### src/rtl/serial_record_loader.sv
// serial_record_loader: deserialises a lane-wide bitstream into words and packs feat+1 words per record write
// Ports: CLK/RST clock and sync active-high reset; start/feat/data_points launch a load;
//        S_valid/S serial beats; wr_en/wr_addr/wr_data one-cycle record write; busy in LOAD, done_ in DONE.
module serial_record_loader #(
  parameter int WORD_WIDTH   = 16,
  parameter int MAX_FEATURES = 15,
  parameter int ADDR_WIDTH   = 12,
  parameter int LANES        = 1,
  parameter int MSB_FIRST    = 0,
  parameter int FW           = $clog2(MAX_FEATURES + 1)
) (
  input  logic                                   CLK,
  input  logic                                   RST,
  input  logic                                   start,
  input  logic [FW-1:0]                          feat,
  input  logic [ADDR_WIDTH-1:0]                  data_points,
  input  logic                                   S_valid,
  input  logic [LANES-1:0]                       S,
  output logic                                   wr_en,
  output logic [ADDR_WIDTH-1:0]                  wr_addr,
  output logic [WORD_WIDTH*(MAX_FEATURES+1)-1:0] wr_data,
  output logic                                   busy,
  output logic                                   done_
);
  localparam int BEATS = WORD_WIDTH / LANES;
  localparam int BCW   = BEATS > 1 ? $clog2(BEATS) : 1;
  localparam int RW    = WORD_WIDTH * (MAX_FEATURES + 1);
  typedef enum logic [1:0] {IDLE, LOAD, DONE} state_t;
  state_t                state_q;
  logic [FW-1:0]         feat_q, wcnt_q, slot, feat_c;
  logic [ADDR_WIDTH-1:0] dp_q, rec_q, wr_addr_q;
  logic [BCW-1:0]        bcnt_q, pos;
  logic [WORD_WIDTH-1:0] word_q, word_d;
  logic [RW-1:0]         buf_q, buf_d, wr_data_q;
  logic                  fin_q, wr_en_q, busy_q, done_q, word_done;
  always_comb begin
    feat_c    = (int'(feat) > MAX_FEATURES) ? FW'(MAX_FEATURES) : feat;
    pos       = (MSB_FIRST != 0) ? BCW'(BEATS - 1) - bcnt_q : bcnt_q;
    word_done = bcnt_q == BCW'(BEATS - 1);
    slot      = feat_q - wcnt_q;
    word_d    = word_q;
    // every beat position is rewritten within a word, so stale bits never survive
    for (int b = 0; b < BEATS; b++)
      if (BCW'(b) == pos) word_d[b*LANES +: LANES] = S;
    buf_d = buf_q;
    for (int k = 0; k <= MAX_FEATURES; k++)
      if (FW'(k) == slot) buf_d[k*WORD_WIDTH +: WORD_WIDTH] = word_d;
  end
  always_ff @(posedge CLK) begin
    if (RST) begin
      state_q   <= IDLE;
      feat_q    <= '0;
      dp_q      <= '0;
      bcnt_q    <= '0;
      wcnt_q    <= '0;
      rec_q     <= '0;
      word_q    <= '0;
      buf_q     <= '0;
      fin_q     <= 1'b0;
      wr_en_q   <= 1'b0;
      wr_addr_q <= '0;
      wr_data_q <= '0;
      busy_q    <= 1'b0;
      done_q    <= 1'b0;
    end else begin
      wr_en_q <= 1'b0;
      case (state_q)
        IDLE, DONE: if (start) begin
          state_q <= LOAD;
          feat_q  <= feat_c;
          dp_q    <= data_points;
          bcnt_q  <= '0;
          wcnt_q  <= '0;
          rec_q   <= '0;
          word_q  <= '0;
          buf_q   <= '0;
          fin_q   <= 1'b0;
          busy_q  <= 1'b1;
          done_q  <= 1'b0;
        end
        LOAD: if (fin_q) begin
          // final write is on the bus this cycle; leave LOAD so busy/done_ move one cycle later
          state_q <= DONE;
          fin_q   <= 1'b0;
          busy_q  <= 1'b0;
          done_q  <= 1'b1;
        end else if (S_valid) begin
          word_q <= word_d;
          bcnt_q <= word_done ? '0 : bcnt_q + 1'b1;
          if (word_done && wcnt_q == feat_q) begin
            wcnt_q    <= '0;
            buf_q     <= '0;
            wr_en_q   <= 1'b1;
            wr_addr_q <= rec_q;
            wr_data_q <= buf_d;
            rec_q     <= rec_q + 1'b1;
            fin_q     <= rec_q == dp_q;
          end else if (word_done) begin
            wcnt_q <= wcnt_q + 1'b1;
            buf_q  <= buf_d;
          end
        end
        default: state_q <= IDLE;
      endcase
    end
  end
  assign wr_en   = wr_en_q;
  assign wr_addr = wr_addr_q;
  assign wr_data = wr_data_q;
  assign busy    = busy_q;
  assign done_   = done_q;
endmodule

### config.mk
export PLATFORM = sky130hd
export DESIGN_NAME = serial_record_loader
export DESIGN_NICKNAME = d
export VERILOG_FILES = /design/src/rtl/serial_record_loader.sv
export SDC_FILE = /design/constraint.sdc
export NUM_CORES = 1
export LEC_CHECK = 0
export BUFFER_PORTS_ARGS = -buffer_cell sky130_fd_sc_hd__buf_2
export CORE_ASPECT_RATIO = 0.6
export CORE_MARGIN = 3
export CORE_UTILIZATION = 44
export CTS_CLUSTER_DIAMETER = 40
export DETAILED_ROUTE_END_ITERATION = 10
export PLACE_DENSITY = 0.7
export SYNTH_ARGS = -nofsm -noshare
export SYNTH_HDL_FRONTEND = slang
export SYNTH_SLANG_ARGS = --single-unit
### constraint.sdc
create_clock -name CLK -period 7 [get_ports CLK]
set_input_delay 1.75 -clock CLK [delete_from_list [all_inputs] [get_ports CLK]]
set_output_delay 1.75 -clock CLK [all_outputs]
set_load 0.03 [all_outputs]
==> out/metrics.yaml, run 1 <==
grt_usage_pct: 26.4
critPathLaunchType: "input pin"
critical_path_arrival_ns: 4.74
yosys_warnings: 0
routed_via_density: 5.95
dp_hpwl_um: 42700
rows: 60
io_buffers: 291
hp-class: "register to register"
outcome: "completed"
fin_crit_sh_pct: 60.8
overflow: 0
die_h_um: 173
cts_root_buf: "clkbuf_16"
synth_fa_ha_area_share_pct: 0.652
cts_resized: 0
ys_ff_latch: 581
pwr_density_cell_nw_per_um2: 281
hold_start: "wr_addr[3]"
numClockSinks: 581
start_util_pct: 45.0
worstMarginPinSlew_ns: 1.37
seq_area_frac_synth_pct: 57.2
antenna_found_initial: 2
ys.flop_type: "dfxtp_1"
path_max_fanout: 123
die-area_um2: 48900
seqCellArea_um2: 11600
drv_cap: 0
wl_per_cell_um: 23.9
diodes: 0
cts_max_path_buffers: 3
yosysTopAreaCellShare_pct: 57.2
synth-compound-area-share_pct: 23.8
tns_ns: 0
syn_nets: 1974
grt_pass1_vias: 16005
slew_violations: 0
holdPathEnd: "wr_addr[3]"
place_ws_ns: 2.23
core_area_um2: 45200
avgSynthCellArea_um2: 10.5
syn2layout_area_growth_pct: 17.8
syn-cell-area_um2: 20300
insertion_delay_ns: 0.62
reg2reg_depth: 9
drive_gt1_share_pct: 21.8
critPathLaunch: "S_valid"
hold_viol_final: 0
r2r-end: "wr_data[229]"
max_freq_ghz: 0.235
rrSetupSlack_ns: 3.15
synth_cells: 1943
crit_required_ns: 7.48
hold_slack_ns: 0.455
fillers: 4032
routed_wl_um: 67100
grt_max_degree: 124
synth.area.top_cells: "dfxtp_1 (57%), a22o_1 (17%), o211ai_1 (4.6%), nand2_1 (3.8%), nand3_1 (3.5%)"
ant_nets: 0
globalplace.congestion: 0.873
min_path_cells: 2
synth_top_family_by_area: "compound AO/OA/AOI/OAI gates"
grt_pass1_wl_um: 101000
post-cts-setup-buffers: 0
io-pin-count: 292
numCtsBuffers: 54
via_count: 16715
synth_xor_area_share_pct: 1.24
clkTransAtPathRegs_ns: 0.07
r2r_start: "wcnt_q[2]"
vdd_drop_max_mv: 0.157
setup-violations-final: 0
die_x_um: 284
synthSimpleGateAreaFrac_pct: 11.8
synth_mux_area_share_pct: 0.984
min_period_ns: 4.26
nets: 2176
critPathKind: "input pin to register"
power_leakage_nw: 9.67
relSlewSlack_pct: 8.45
end_kind: "register"
drc: 0
cts_tree: "yes"
yosysUniqueCellTypes: 57
drt_iter0_drc: 1622
firstDrtPassIters: 7
htree_num_levels: 2
total_power_mw: 6.74
clock_skew_ns: 0.0532
synth_top_cell_by_area: "dfxtp_1"
fin_ws_ns: 2.74
synth_edf_count: 0
ys_async_sr_fraction_pct: 0
multiInputGateArea_um2: 7890
ctsHoldBuffers: 0
rsz0062_at_grt: "false"
==> cell usage in the layout (no fill, tap or decap), types with 30 or more instances in the layout <==
cell and count:
nand2_1 208, buf_4 30, buf_2 291, a22o_1 384, clkbuf_16 55, dfxtp_1 581, nor2_1 70, nand3_1 143
a21oi_1 39, o211ai_1 124
==> metrics by stage <==
step / std cells / util, % / area [um2]
floorplan: 1943 / - / 20300
finish: 2810 / 53.0 / 24000
detailed placement: 2707 / 48.7 / 22000
global placement: 2707 / 48.7 / 22000
CTS: 2808 / 53.0 / 23900
global route: 2810 / 53.0 / 24000
==> where the power goes <==
part           internal (mW)  switching, mW  total, mW
sequential              3.31        0.00836       3.32
clock                   1.77           1.35       3.13
combinational         0.0504          0.248      0.299
==> logic make-up (layout without fill, tap and decap cells) <==
kind of cell	after synthesis	in the layout
mux	20	20
fa+ha+maj	10	10
compound gates	599	599
xor+xnor	28	28
flops	581	581
buf+inv	188	435
simple gates	517	517
==> area by class of cell <==
cell class / count / share of cell area (%)
sequential: 581 / 48.5
timing repair buffer: 322 / 7.08
clock inverter: 29 / 1.48
inverter: 12 / 0.219
multi-input combinational: 1174 / 32.9
clock buffer: 72 / 6.51
tap: 620 / 3.24
==> synthesized netlist by cell type, types with 3 or more instances <==
cell      number
xor2_1        13
buf_4         25
a21oi_1       43
nor3b_1        4
a21oi_2       10
nor4_1         4
xnor2_1       14
nand2b_1      19
ha_1           9
clkbuf_1      78
nor2b_1        4
mux2i_1       20
nand2_1      208
nand4_1        5
a22o_1       384
nand3b_1       9
buf_1         24
nor2_1        79
nand3_1      143
nor3_1         3
dfxtp_1      581
a31oi_1       16
nor2_2        21
buf_2         47
o21ai_0        9
o211ai_1     124
inv_1         11
==> flip-flops by register name (all words and copies together) (netlist names) <==
name     cells
bcnt_q       4
feat_q       4
fin_q        1
wr_en        1
wcnt_q       4
rec_q       12
word_q      15
dp_q        12
wr_data    256
busy         1
wr_addr     12
done_        1
buf_q      256
state_q      2
==> worst max-delay path by stage <==
stage	to	cells past startpoint
after floorplan	buf_q[150]	9
after detailed placement	buf_q[76]	7
final	wr_data[229]	9
after global routing	wr_data[172]	9
after CTS	wr_data[229]	9
after global placement	buf_q[3]	7
==> critical path, stage by stage <==
cell and delay [ns]:
buf_2 0.09, nand4bb_1 0.10, buf_4 0.27, nor2_1 0.23, nand3_1 0.37, inv_8 0.64
buf_4 0.80, nand3_1 0.19, o211ai_1 0.14
==> per-layer routing <==
layer | track usage [%] | share of wire, %
met5 | 0 | 0
met4 | 8.50 | 3.3
met3 | 5.76 | 8.7
met2 | 40.3 | 44
met1 | 37.2 | 44
No activity file was read; power rests on OpenSTA's default activity.
==> run 2: changes to the inputs <==
--- a/config.mk
+++ b/config.mk
@@ -11,7 +11,7 @@
 export CORE_UTILIZATION = 44
 export CTS_CLUSTER_DIAMETER = 40
 export DETAILED_ROUTE_END_ITERATION = 10
-export PLACE_DENSITY = 0.7
+export PLACE_DENSITY = 0.72
 export SYNTH_ARGS = -nofsm -noshare
 export SYNTH_HDL_FRONTEND = slang
 export SYNTH_SLANG_ARGS = --single-unit
==> constraint.sdc (replaced) <==
create_clock -name CLK -period 3.73 [get_ports CLK]
set_input_delay 0.9325 -clock CLK [delete_from_list [all_inputs] [get_ports CLK]]
set_output_delay 0.9325 -clock CLK [all_outputs]
set_load 0.03 [all_outputs]
==> out/metrics.yaml, run 2 (synthesis results as in run 1) <==
outcome: "completed"  # unchanged
io-pin-count: 292  # unchanged
nets: 2199  # was 2,176
min_period_ns: 3.29
p_sw_share_pct: 23.3  # was 23.9%
total_power_mw: 12.4  # was 6.74 mW
critPathLaunchType: "register"  # was input pin
vdd_drop_max_mv: 0.375  # was 0.157 mV
routed_via_density: 5.94  # was 5.95
crit_chain: "inv_1 > ha_1 > a21oi_1 > a21oi_1 > nor2_4 > nor2_1 > a22o_1"  # was buf_2 > nand4bb_1 > buf_4 > nor2_1 > nand3_1 > inv_8 > buf_4 > nand3_1 > o211ai_1
htree_num_levels: 2  # unchanged
relSlewSlack_pct: 13.0  # was 8.45%
final_common_cell: "dfxtp_1"  # unchanged
wl_per_cell_um: 23.5  # was 23.9 um
ctsHoldBuffers: 0  # unchanged
insertion_delay_ns: 0.59  # was 0.62 ns
start_util_pct: 45.0  # unchanged
rsz0062_at_grt: "false"  # unchanged
hp-class: "register to register"  # unchanged
drt_iter0_drc: 1861  # was 1,622
cts_root_buf: "clkbuf_16"  # unchanged
slew_violations: 0  # unchanged
firstDrtPassIters: 7  # unchanged
drv_cap: 0  # unchanged
io_buffers: 291  # unchanged
die_x_um: 284  # unchanged
layout_common_cells: "dfxtp_1 (581), a22o_1 (384), buf_2 (291)"  # unchanged
crit_required_ns: 4.26  # was 7.48 ns
dp_hpwl_um: 43400  # was 42,700 um
critPathKind: "register to register"  # was input pin to register
post-cts-setup-buffers: 0  # unchanged
cpMaxStageDelayCell: "nor2_1"  # was buf_4
drive_gt1_share_pct: 22.1  # was 21.8%
rows: 60  # unchanged
cts_resized: 0  # unchanged
globalplace.congestion: 0.870  # was 0.873
grt_pass1_vias: 15690  # was 16,005
power_frac_seq_pct: 50.1  # was 49.2%
cts_tree: "yes"  # unchanged
power_leakage_nw: 9.74  # was 9.67 nW
p_sw_mw: 2.90  # was 1.61 mW
die_h_um: 173  # unchanged
routed_wl_um: 66400  # was 67,100 um
antenna_found_initial: 0  # was 2
hold_viol_final: 0  # unchanged
numCtsBuffers: 52  # was 54
syn2layout_area_growth_pct: 18.2  # was 17.8%
clock_skew_ns: 0.0316  # was 0.0532 ns
via_count: 16809  # was 16,715
pwr_density_cell_nw_per_um2: 518  # was 281 nW/um2
die-area_um2: 48900  # unchanged
clkTransAtPathRegs_ns: 0.07  # about the same
power_frac_clock_pct: 45.1  # was 46.3%
overflow: 0  # unchanged
grt_max_degree: 257  # was 124
crit_top_cell: "a21oi_1"
multiInputGateArea_um2: 7880  # was 7890 um2
ant_nets: 0  # unchanged
core_area_um2: 45200  # unchanged
grt_pass1_wl_um: 100000  # was 101,000 um
drc: 0  # unchanged
worstMarginPinSlew_ns: 1.31  # was 1.37 ns
p_int_mw: 9.54  # was 5.14 mW
setup-violations-final: 0  # unchanged
grt_usage_pct: 26.1  # was 26.4%
cts_max_path_buffers: 3  # unchanged
tns_ns: 0  # unchanged
numClockSinks: 581  # unchanged
pwr-share-comb_pct: 4.8  # was 4.4%
max_freq_ghz: 0.304
critical_path_arrival_ns: 3.82  # was 4.74 ns
seqCellArea_um2: 11600  # unchanged
fin_crit_sh_pct: 88.2
end_kind: "register"  # unchanged
fillers: 3970  # was 4,032
final_util_pct: 53.2  # was 53.0%
critPathMaxStageDelay_ns: 1.03  # was 0.80 ns
path_max_fanout: 18  # was 123
-- run 2: cell count changes in the layout (fill, tap and decap cells not counted), moves of 2 or more --
cell and change:
a21oi_1 +4, a21oi_2 -4, buf_4 +24, clkbuf_1 +2, clkbuf_16 -3, clkbuf_8 +2
clkinv_2 -7
-- run 2: cell type report --
cell class,instances,area share [%]
sequential,581,48.4
multi-input combinational,1174,32.8
timing repair buffer,347,7.88
clock buffer,73,6.32
tap,620,3.23
clock inverter,20,1.18
inverter,12,0.219
antenna,1,0.0104
-- run 2: worst max-delay path: cells and delay by family (launching register included) --
family | cells | cell delay [ns]
AOI/OAI and AO/OA | 3 | 1.05
adders and majority gates | 1 | 0.43
buffers and inverters | 1 | 0.08
DFF | 1 | 0.36
and+or+nand+nor | 2 | 1.32
-- run 2: per-layer routing --
| layer | track usage [%] | part of all wire [%] | up-vias |
|---|---|---|---|
| met3 | 4.94 | 9.0 | 128 |
| li1 | - | - | 7585 |
| met2 | 39.8 | 44 | 838 |
| met1 | 37.5 | 44 | 8258 |
| met5 | 0 | 0 | - |
| met4 | 8.09 | 2.8 | 0 |
-- run 2: power groups by stage --
| stage | Clock [mW] | Combinational, mW | Sequential [mW] |
|---|---|---|---|
| after floorplan | 0 | 0.395 | 6.37 |
| after global placement | 0 | 0.567 | 6.37 |
| after detailed placement | 0 | 0.583 | 6.37 |
| after CTS | 5.66 | 0.585 | 6.23 |
| after global routing | 5.93 | 0.636 | 6.23 |
| final | 5.62 | 0.601 | 6.23 |
-- run 2: per-stage QoR --
step	cell area, um2	cells	setup slack [ns]	hold slack, ns
final	24000	2828	0.439	0.450
after global routing	24000	2827	0.183	0.481
after CTS	24000	2827	0.469	0.452
after detailed placement	22200	2734	0.275	0.437
after global placement	22200	2733	0.144	0.437
after floorplan	20300	1943	1.13	0.436
-- run 2: worst paths after layout --
kind                    start     endpoint  slack (ns)  cells after the start
hold reg to reg   wr_data[47]  wr_data[47]        0.45                      2
setup reg to reg    wcnt_q[2]    buf_q[40]        0.44                      7
setup / recovery    wcnt_q[2]    buf_q[40]        0.44                      7
hold / removal    wr_data[47]  wr_data[47]        0.45                      2
==> run 3: changes to the inputs <==
--- a/config.mk
+++ b/config.mk
@@ -15,3 +15,4 @@
 export SYNTH_ARGS = -nofsm -noshare
 export SYNTH_HDL_FRONTEND = slang
 export SYNTH_SLANG_ARGS = --single-unit
+export TNS_END_PERCENT = 50
==> constraint.sdc (replaced) <==
create_clock -name CLK -period 2.7 [get_ports CLK]
set_input_delay 0.675 -clock CLK [delete_from_list [all_inputs] [get_ports CLK]]
set_output_delay 0.675 -clock CLK [all_outputs]
set_load 0.03 [all_outputs]
==> out/metrics.yaml, run 3 (synthesis results as in run 1) <==
fin_crit_sh_pct: 97.9  # was 88.2%
clock_skew_ns: 0.0409  # was 0.0316 ns
io-pin-count: 292  # unchanged
path_max_fanout: 13  # was 18
critPathKind: "register to register"  # unchanged
grt_pass1_vias: 16500  # was 15,690
routed_via_density: 5.87  # was 5.94
layout_common_cells: "dfxtp_1 (581), a22o_1 (384), buf_2 (291)"  # unchanged
via_count: 17005  # was 16,809
drt_iter0_drc: 1732  # was 1,861
final_common_cell: "dfxtp_1"  # unchanged
fin_ws_ns: 0.0563  # was 0.439 ns
final_util_pct: 55.8  # was 53.2%
numCtsBuffers: 55  # was 52
die_x_um: 284  # unchanged
critPathLaunchType: "register"  # unchanged
drc: 0  # unchanged
slew_violations: 0  # unchanged
critical_path_arrival_ns: 3.17  # was 3.82 ns
vdd_drop_max_mv: 0.470  # was 0.375 mV
place_inst: 2790  # was 2,734
dp_hpwl_um: 43900  # was 43,400 um
clkTransAtPathRegs_ns: 0.07  # about the same
globalplace.congestion: 0.965  # was 0.870
insertion_delay_ns: 0.61  # was 0.59 ns
grt_max_degree: 130  # was 257
postPlaceCellArea_um2: 23000  # was 22,200 um2
overflow: 0  # unchanged
pwr_density_cell_nw_per_um2: 699  # was 518 nW/um2
start_util_pct: 45.0  # unchanged
syn2layout_area_growth_pct: 23.9  # was 18.2%
drive_gt1_share_pct: 25.1  # was 22.1%
cts_root_buf: "clkbuf_16"  # unchanged
hp-class: "input pin to register"  # was register to register
core_area_um2: 45200  # unchanged
cts_tree: "yes"  # unchanged
power_leakage_nw: 10.2  # was 9.74 nW
cts_max_path_buffers: 3  # unchanged
io_buffers: 291  # unchanged
max_freq_ghz: 0.378  # was 0.304 GHz
tns_ns: 0  # unchanged
end_kind: "register"  # unchanged
outcome: "completed"  # unchanged
fin_cells: 2896  # was 2,828
nets: 2262  # was 2,199
ant_nets: 0  # unchanged
rsz0062_at_grt: "true"  # was false
grt_pass1_wl_um: 101000  # was 100,000 um
worstMarginPinSlew_ns: 0.814  # was 1.31 ns
hold_slack_ns: 0.304  # was 0.450 ns
crit_required_ns: 3.22  # was 4.26 ns
setup-violations-final: 0  # unchanged
rows: 60  # unchanged
firstDrtPassIters: 6  # was 7
die-area_um2: 48900  # unchanged
routed_wl_um: 66500  # was 66,400 um
wl_per_cell_um: 23.0  # was 23.5 um
drv_cap: 0  # unchanged
relSlewSlack_pct: 45.5  # was 13.0%
htree_num_levels: 2  # unchanged
ctsHoldBuffers: 0  # unchanged
hold_viol_final: 0  # unchanged
die_h_um: 173  # unchanged
antenna_found_initial: 2  # was 0
grt_usage_pct: 26.1  # about the same
min_period_ns: 2.64  # was 3.29 ns
numClockSinks: 581  # unchanged
final_cell_area_um2: 25200  # was 24,000 um2
total_power_mw: 17.6  # was 12.4 mW
place_ws_ns: -0.233  # was 0.275 ns
[run 3: final cells by class]
class / instances / area, um2
diodes: 1 / 2.50
clock buffers: 74 / 1560
clock inverters: 27 / 357
fillers: 3856 / 20000
inverters: 12 / 71.3
multi-input cells: 1174 / 8080
flip-flops and latches: 581 / 11600
well taps: 620 / 776
repair buffers: 406 / 2720
repair inverters: 1 / 8.76
[run 3: worst paths after layout]
check	to	cells past startpoint	startpoint	slack, ns
setup / recovery	buf_q[204]	7	wcnt_q[3]	0.06
hold reg to reg	wr_addr[4]	2	wr_addr[4]	0.46
hold / removal	dp_q[8]	3	data_points[8]	0.30
setup reg to reg	buf_q[204]	7	wcnt_q[3]	0.06
[run 3: critical path, stage by stage (launching register included)]
cell	delay, ns
dfxtp_1	0.47
xor2_2	0.44
or2_1	0.31
nand4_4	0.14
buf_12	0.18
nor2_2	0.61
buf_12	0.24
a22o_1	0.15
[run 3: power by group]
group          total (mW)  internal (mW)  switching, mW
sequential           8.61           8.59         0.0189
combinational       0.913          0.232          0.681
clock                8.11           4.60           3.51
[run 3: routing by layer]
layer / routed length [um] / up-vias / global-route usage [%] / part of all wire (%)
met5: 57 / - / 0.769 / 0.086
met4: 2410 / 3 / 8.78 / 3.6
met3: 5860 / 148 / 5.19 / 8.8
met2: 29200 / 814 / 40.1 / 44
met1: 29000 / 8339 / 36.8 / 44
li1: - / 7701 / - / -
[run 3: repair_timing]
action | CTS | global route
resized for setup | 6 | 34
endpoints found under the setup margin | 103 | 322
setup buffers | 0 | 1
pin swaps | 0 | 5
gates cloned | 0 | 3
endpoints found under the hold margin | 0 | 0
